[src/rtl/vector_sweep_ctrl_pkg.sv]
// Shared definitions for the vector sweep controller: FSM encoding and the
// 16-bit response signature (MISR) polynomial.
package vector_sweep_ctrl_pkg;

  localparam int SIG_W = 16;

  // Feedback taps at bits 15, 13, 12 and 10.
  localparam logic [SIG_W-1:0] SIG_TAPS = 16'hB400;

  typedef enum logic [2:0] {
    ST_IDLE    = 3'd0,
    ST_APPLY   = 3'd1,
    ST_SETTLE  = 3'd2,
    ST_CAPTURE = 3'd3,
    ST_EMIT    = 3'd4,
    ST_DONE    = 3'd5
  } state_t;

  function automatic logic [SIG_W-1:0] misr_next(input logic [SIG_W-1:0] s,
                                                 input logic             d);
    return {s[SIG_W-2:0], ^(s & SIG_TAPS)} ^ {{(SIG_W-1){1'b0}}, d};
  endfunction

endpackage

[src/rtl/sig_misr16.sv]
// 16-bit single-input signature register; clr has priority over en.
module sig_misr16
  import vector_sweep_ctrl_pkg::*;
(
  input  logic             CK,
  input  logic             reset,
  input  logic             clr,
  input  logic             en,
  input  logic             din,
  output logic [SIG_W-1:0] sig
);

  logic [SIG_W-1:0] r_sig;

  // NOTE: sequential state is written with non-blocking (<=) so every flop
  // samples pre-edge values regardless of block ordering.
  always_ff @(posedge CK or posedge reset) begin
    if (reset)    r_sig <= '0;
    else if (clr) r_sig <= '0;
    else if (en)  r_sig <= misr_next(r_sig, din);
  end

  assign sig = r_sig;

endmodule

[src/rtl/vector_sweep_ctrl.sv]
// Exhaustive input sweep: drives every NIN-bit vector in ascending order,
// waits SETTLE cycles, captures the response and emits it as a valid/ready record.
module vector_sweep_ctrl
  import vector_sweep_ctrl_pkg::*;
#(
  parameter int NIN    = 3,
  parameter int SETTLE = 1
) (
  input  logic             CK,
  input  logic             reset,
  input  logic             start,
  input  logic             abort,
  input  logic             dut_out,
  input  logic             rec_ready,
  output logic [NIN-1:0]   dut_in,
  output logic             busy,
  output logic             done,
  output logic             rec_valid,
  output logic [NIN-1:0]   rec_vec,
  output logic             rec_resp,
  output logic [SIG_W-1:0] sig
);

  localparam logic [7:0] SETTLE_LOAD = 8'(SETTLE - 1);

  state_t         r_state;
  state_t         w_state_next;
  logic [NIN-1:0] r_cnt;
  logic [7:0]     r_settle;
  logic [NIN-1:0] r_dut_in;
  logic           r_busy;
  logic           r_rec_valid;
  logic [NIN-1:0] r_rec_vec;
  logic           r_rec_resp;
  logic           w_last;
  logic           w_sig_clr;
  logic           w_sig_en;

  assign w_last    = &r_cnt;
  assign w_sig_clr = (r_state == ST_IDLE) && start;
  assign w_sig_en  = (r_state == ST_CAPTURE) && !abort;

  // NOTE: defaulting w_state_next before the case keeps every path assigned,
  // so no latch is inferred.
  always_comb begin
    w_state_next = r_state;
    case (r_state)
      ST_IDLE:    if (start) w_state_next = ST_APPLY;
      ST_APPLY:   w_state_next = ST_SETTLE;
      ST_SETTLE:  if (r_settle == '0) w_state_next = ST_CAPTURE;
      ST_CAPTURE: w_state_next = ST_EMIT;
      ST_EMIT:    if (rec_ready) w_state_next = w_last ? ST_DONE : ST_APPLY;
      ST_DONE:    w_state_next = ST_IDLE;
      default:    w_state_next = ST_IDLE;
    endcase
    // Abort beats everything, including an EMIT handshake in the same cycle.
    if (abort && (r_state != ST_IDLE)) w_state_next = ST_IDLE;
  end

  always_ff @(posedge CK or posedge reset) begin
    if (reset) begin
      r_state     <= ST_IDLE;
      r_cnt       <= '0;
      r_settle    <= '0;
      r_dut_in    <= '0;
      r_busy      <= 1'b0;
      r_rec_valid <= 1'b0;
      r_rec_vec   <= '0;
      r_rec_resp  <= 1'b0;
    end else begin
      r_state     <= w_state_next;
      r_busy      <= (w_state_next != ST_IDLE);
      r_rec_valid <= (w_state_next == ST_EMIT);
      case (r_state)
        ST_IDLE: begin
          if (start) begin
            r_cnt    <= '0;
            r_dut_in <= '0;
          end
        end
        ST_APPLY:  r_settle <= SETTLE_LOAD;
        ST_SETTLE: if (r_settle != '0) r_settle <= r_settle - 8'd1;
        ST_CAPTURE: begin
          if (!abort) begin
            r_rec_vec  <= r_cnt;
            r_rec_resp <= dut_out;
          end
        end
        ST_EMIT: begin
          // dut_in advances together with the counter so it is already valid in APPLY.
          if (rec_ready && !abort && !w_last) begin
            r_cnt    <= r_cnt + 1'b1;
            r_dut_in <= r_cnt + 1'b1;
          end
        end
        default: ;
      endcase
    end
  end

  sig_misr16 u_sig (
    .CK    (CK),
    .reset (reset),
    .clr   (w_sig_clr),
    .en    (w_sig_en),
    .din   (dut_out),
    .sig   (sig)
  );

  assign dut_in    = r_dut_in;
  assign busy      = r_busy;
  assign done      = (r_state == ST_DONE);
  assign rec_valid = r_rec_valid;
  assign rec_vec   = r_rec_vec;
  assign rec_resp  = r_rec_resp;

endmodule

[config.mk]
export PLATFORM = sky130hd
export DESIGN_NAME = vector_sweep_ctrl
export DESIGN_NICKNAME = d
export VERILOG_FILES = /design/src/rtl/vector_sweep_ctrl_pkg.sv /design/src/rtl/sig_misr16.sv /design/src/rtl/vector_sweep_ctrl.sv
export SDC_FILE = /design/constraint.sdc
export NUM_CORES = 1
export LEC_CHECK = 0
export CAP_MARGIN = 15
export CORE_ASPECT_RATIO = 0.75
export CORE_MARGIN = 2
export CORE_UTILIZATION = 40
export DETAILED_ROUTE_END_ITERATION = 6
export GPL_ROUTABILITY_DRIVEN = 0
export HOLD_SLACK_MARGIN = 0.12
export PLACE_DENSITY = 0.74
export SLEW_MARGIN = 20
export SYNTH_ARGS = -nofsm -noshare
export SYNTH_HDL_FRONTEND = slang
export SYNTH_SLANG_ARGS = --single-unit
export TNS_END_PERCENT = 5
[constraint.sdc]
create_clock -name CK -period 3.3 [get_ports CK]
set_input_delay 0.495 -clock CK [delete_from_list [all_inputs] [get_ports CK]]
set_output_delay 0.495 -clock CK [all_outputs]
set_load 0.1 [all_outputs]
==> impl_metrics.yaml <==
worst_setup_path:
  cp_max_fo: 4
  criticalPathCategory: "flip-flop to output pin"
  arrival_ns: 1.88
  path_delay_family: "buffers and inverters"
  end_kind: "output pin"
  r2r-start: "r_state[1]"
  reg2reg_slack_ns: 1.45
  cp_slowest_cell: "clkdlybuf4s50_1"
  worstSetupStartpointType: "flip-flop"
  path_cells: "clkdlybuf4s50_1"
  r2r_cells: 5
  critPathMaxStageDelay_ns: 1.17
  worst-path-buf-inv: 1
  r2r-end: "u_sig.sig[2]"
  cp_data_required_time_ns: 2.80
finish:
  multi_input_area_um2: 787
  fin_area_um2: 2200
  area_delta_synth_final_pct: 25.1
  fin_nets: 227
  diodes: 0
  register_area_um2: 901
  drive_gt1_share_pct: 9.59
  nFillCells: 380
pwr:
  combPwrFrac_pct: 35.1
  ir_drop_v: 0.000460
  switching_share_pct: 40.4
  power_density_nw_per_um2: 598
  p_int_uw: 784
  clockPowerShare_pct: 24.4
  power_leakage_uw: 0.000967
  seqPwrFrac_pct: 40.5
  netSwitchingPower_uw: 532
sta:
  relSlewSlack_pct: 34.7
  rsz0062_at_grt: "false"
  finalMaxSlewViolations: 0
  worst_pin_slew_ns: 0.977
  period_needed_ns: 2.38
  period_share_pct: 72.0
  setup_viol: 0
  skew_ns: 0.00812
  max_freq_mhz: 421
  fin_tns_setup_ns: 0
  final_hold_viol_count: 0
grt:
  grt_util_met2_pct: 23.6
  grt_pass1_vias: 1240
  antenna_found_initial: 0
  gr-total-overflow: 0
  gr-usage-all-layers_pct: 15.9
  grt.busiest_layer: "met2"
  met1_usage_pct: 22.7
  grt_first_pass_wirelength_um: 5900
  met3_usage_pct: 5.13
  grt_max_degree: 37
place:
  postPlaceCellArea_um2: 2110
  dp_hpwl_um: 2490
  portBuffers: 31
cts:
  clk-insertion-delay-late_ns: 0.28
  cts_resized: 0
  cts_root_buffer: "clkbuf_8"
  hold_buffers: 0
  cts_tree: "done"
  cts.sink_count: 36
  post_cts.repair.setup_buffers: 0
  cts_htree_levels: 2
  cts.clk_slew.worst_paths_ns: 0.08
  cts_buffers: 5
  clock_path_buffers: 2
logic_synthesis:
  netlist_top_cells_area: "dfrtp_1 (51%), nand2_1 (10%), a21oi_1 (5.4%)"
  synth_compound_area_share_pct: 9.40
  synth.most_common_cell: "nand2_1"
  syn-mean-instance-area_um2: 9.40
  netlist.area_leader.share_pct: 51.2
  synth.largest_area_cell: "dfrtp_1"
  ys_types: 42
  syn_area_um2: 1760
  synthAdderAreaFrac_pct: 2.14
  yosys.area_share.simple_pct: 26.3
  syn_inst: 187
  synth_edf_count: 0
  synth.mux.area_fraction_pct: 4.13
  synthFlopType: "dfrtp_1"
  synth_fp_nets: 196
  synth_top_family_by_area: "simple AND/OR/NAND/NOR gates"
  yosys_warnings: 0
  async_flop_share_pct: 100
  yosysSeqAreaShare_pct: 51.2
  synth_commonest_cells: "nand2_1 (48), dfrtp_1 (36), a21oi_1 (19)"
  ys_seq_elements: 36
  synth_xor_area_share_pct: 2.49
hold_path:
  hp-class: "flip-flop to flip-flop"
  hold_end: "rec_resp"
  hp-start: "rec_resp"
  hold_depth: 2
routing:
  via_per_inst: 5.06
  drc: 0
  wl_um: 3600
  drt_iter0_drc: 79
  dr.pass1.iters: 5
  vias: 1386
  wl_per_cell_um: 13.1
  ant_nets: 0
floorplanning:
  coreArea_um2: 4130
  ioPinCount: 32
  initial_utilization_pct: 42.6
  die_y_um: 61.4
  rows: 20
  die_area_um2: 4950
  fp.dieW_um: 80.6
outcome:
  outcome: "completed"
job:
  maxCapViolCount: 0
## registers in the layout (all words and copies together), names as in the netlist
name / flops
u_sig.sig: 16
rec_valid: 1
busy: 1
dut_in: 3
r_settle: 8
rec_resp: 1
r_state: 3
rec_vec: 3
## layout by cell type, fill, tap and decap left out, types with 2 or more instances in the layout
cell type	instances
a21oi_1	19
buf_4	5
clkbuf_8	6
clkdlybuf4s50_1	29
clkinv_2	2
dfrtp_1	36
ha_1	3
inv_1	6
mux2_2	2
mux2i_1	5
nand2_1	48
nand3_1	2
nor2_1	11
nor2b_1	6
nor3_1	3
nor4_1	2
o21ai_0	2
or3_1	2
or4_1	2
xnor2_1	4
## final cells by class
class / count / area share, %
multi-input combinational: 135 / 35.8
timing repair buffer: 34 / 14.9
clock buffer: 6 / 3.75
inverter: 6 / 1.02
clock inverter: 2 / 0.455
sequential: 36 / 41.0
tap: 55 / 3.13
## power by group through the flow
| stage | combinational (µW) | clock (µW) | sequential (µW) |
|---|---|---|---|
| floorplan | 244 | 0 | 666 |
| detailed placement | 465 | 0 | 539 |
| finish | 462 | 321 | 533 |
| CTS | 465 | 330 | 532 |
| global placement | 460 | 0 | 540 |
| global route | 491 | 346 | 541 |
## worst min-delay path: cells and delay by family, from the launching register on
family        cells  cell delay [ns]
flops             1             0.34
simple gates      2             0.11
## stage by stage
step                      setup WS (ns)  util, %  instances  hold slack [ns]  power (µW)
after floorplan                  0.0209        -        187            0.478         910
after global placement             1.09     51.0        266            0.466        1000
after detailed placement           1.04     51.0        266            0.471        1000
after CTS                         0.907     53.3        274            0.488        1330
after global routing              0.881     53.3        274            0.502        1380
final                             0.925     53.3        274            0.486        1320
## kinds of logic after synthesis
family | Yosys count
mux | 7
buf+inv | 16
fa+ha+maj | 3
xor+xnor | 5
simple gates | 92
compound gates | 28
flops | 36
## worst max-delay path by stage
stage / to / slack [ns] / start / cells after the start
after floorplan: done / 0.02 / r_state[0] / 2
after detailed placement: u_sig.sig[0] / 1.04 / abort / 4
final: sig[13] / 0.92 / u_sig.sig[13] / 1
after CTS: sig[13] / 0.91 / u_sig.sig[13] / 1
after global placement: u_sig.sig[0] / 1.09 / abort / 4
after global routing: sig[13] / 0.88 / u_sig.sig[13] / 1
## layer usage
layer	vias up	routed length [µm]
li1	696	-
met1	664	1850
met2	26	1600
met3	0	144
met4	0	0
met5	-	0
(Power assumes the default switching activity.)
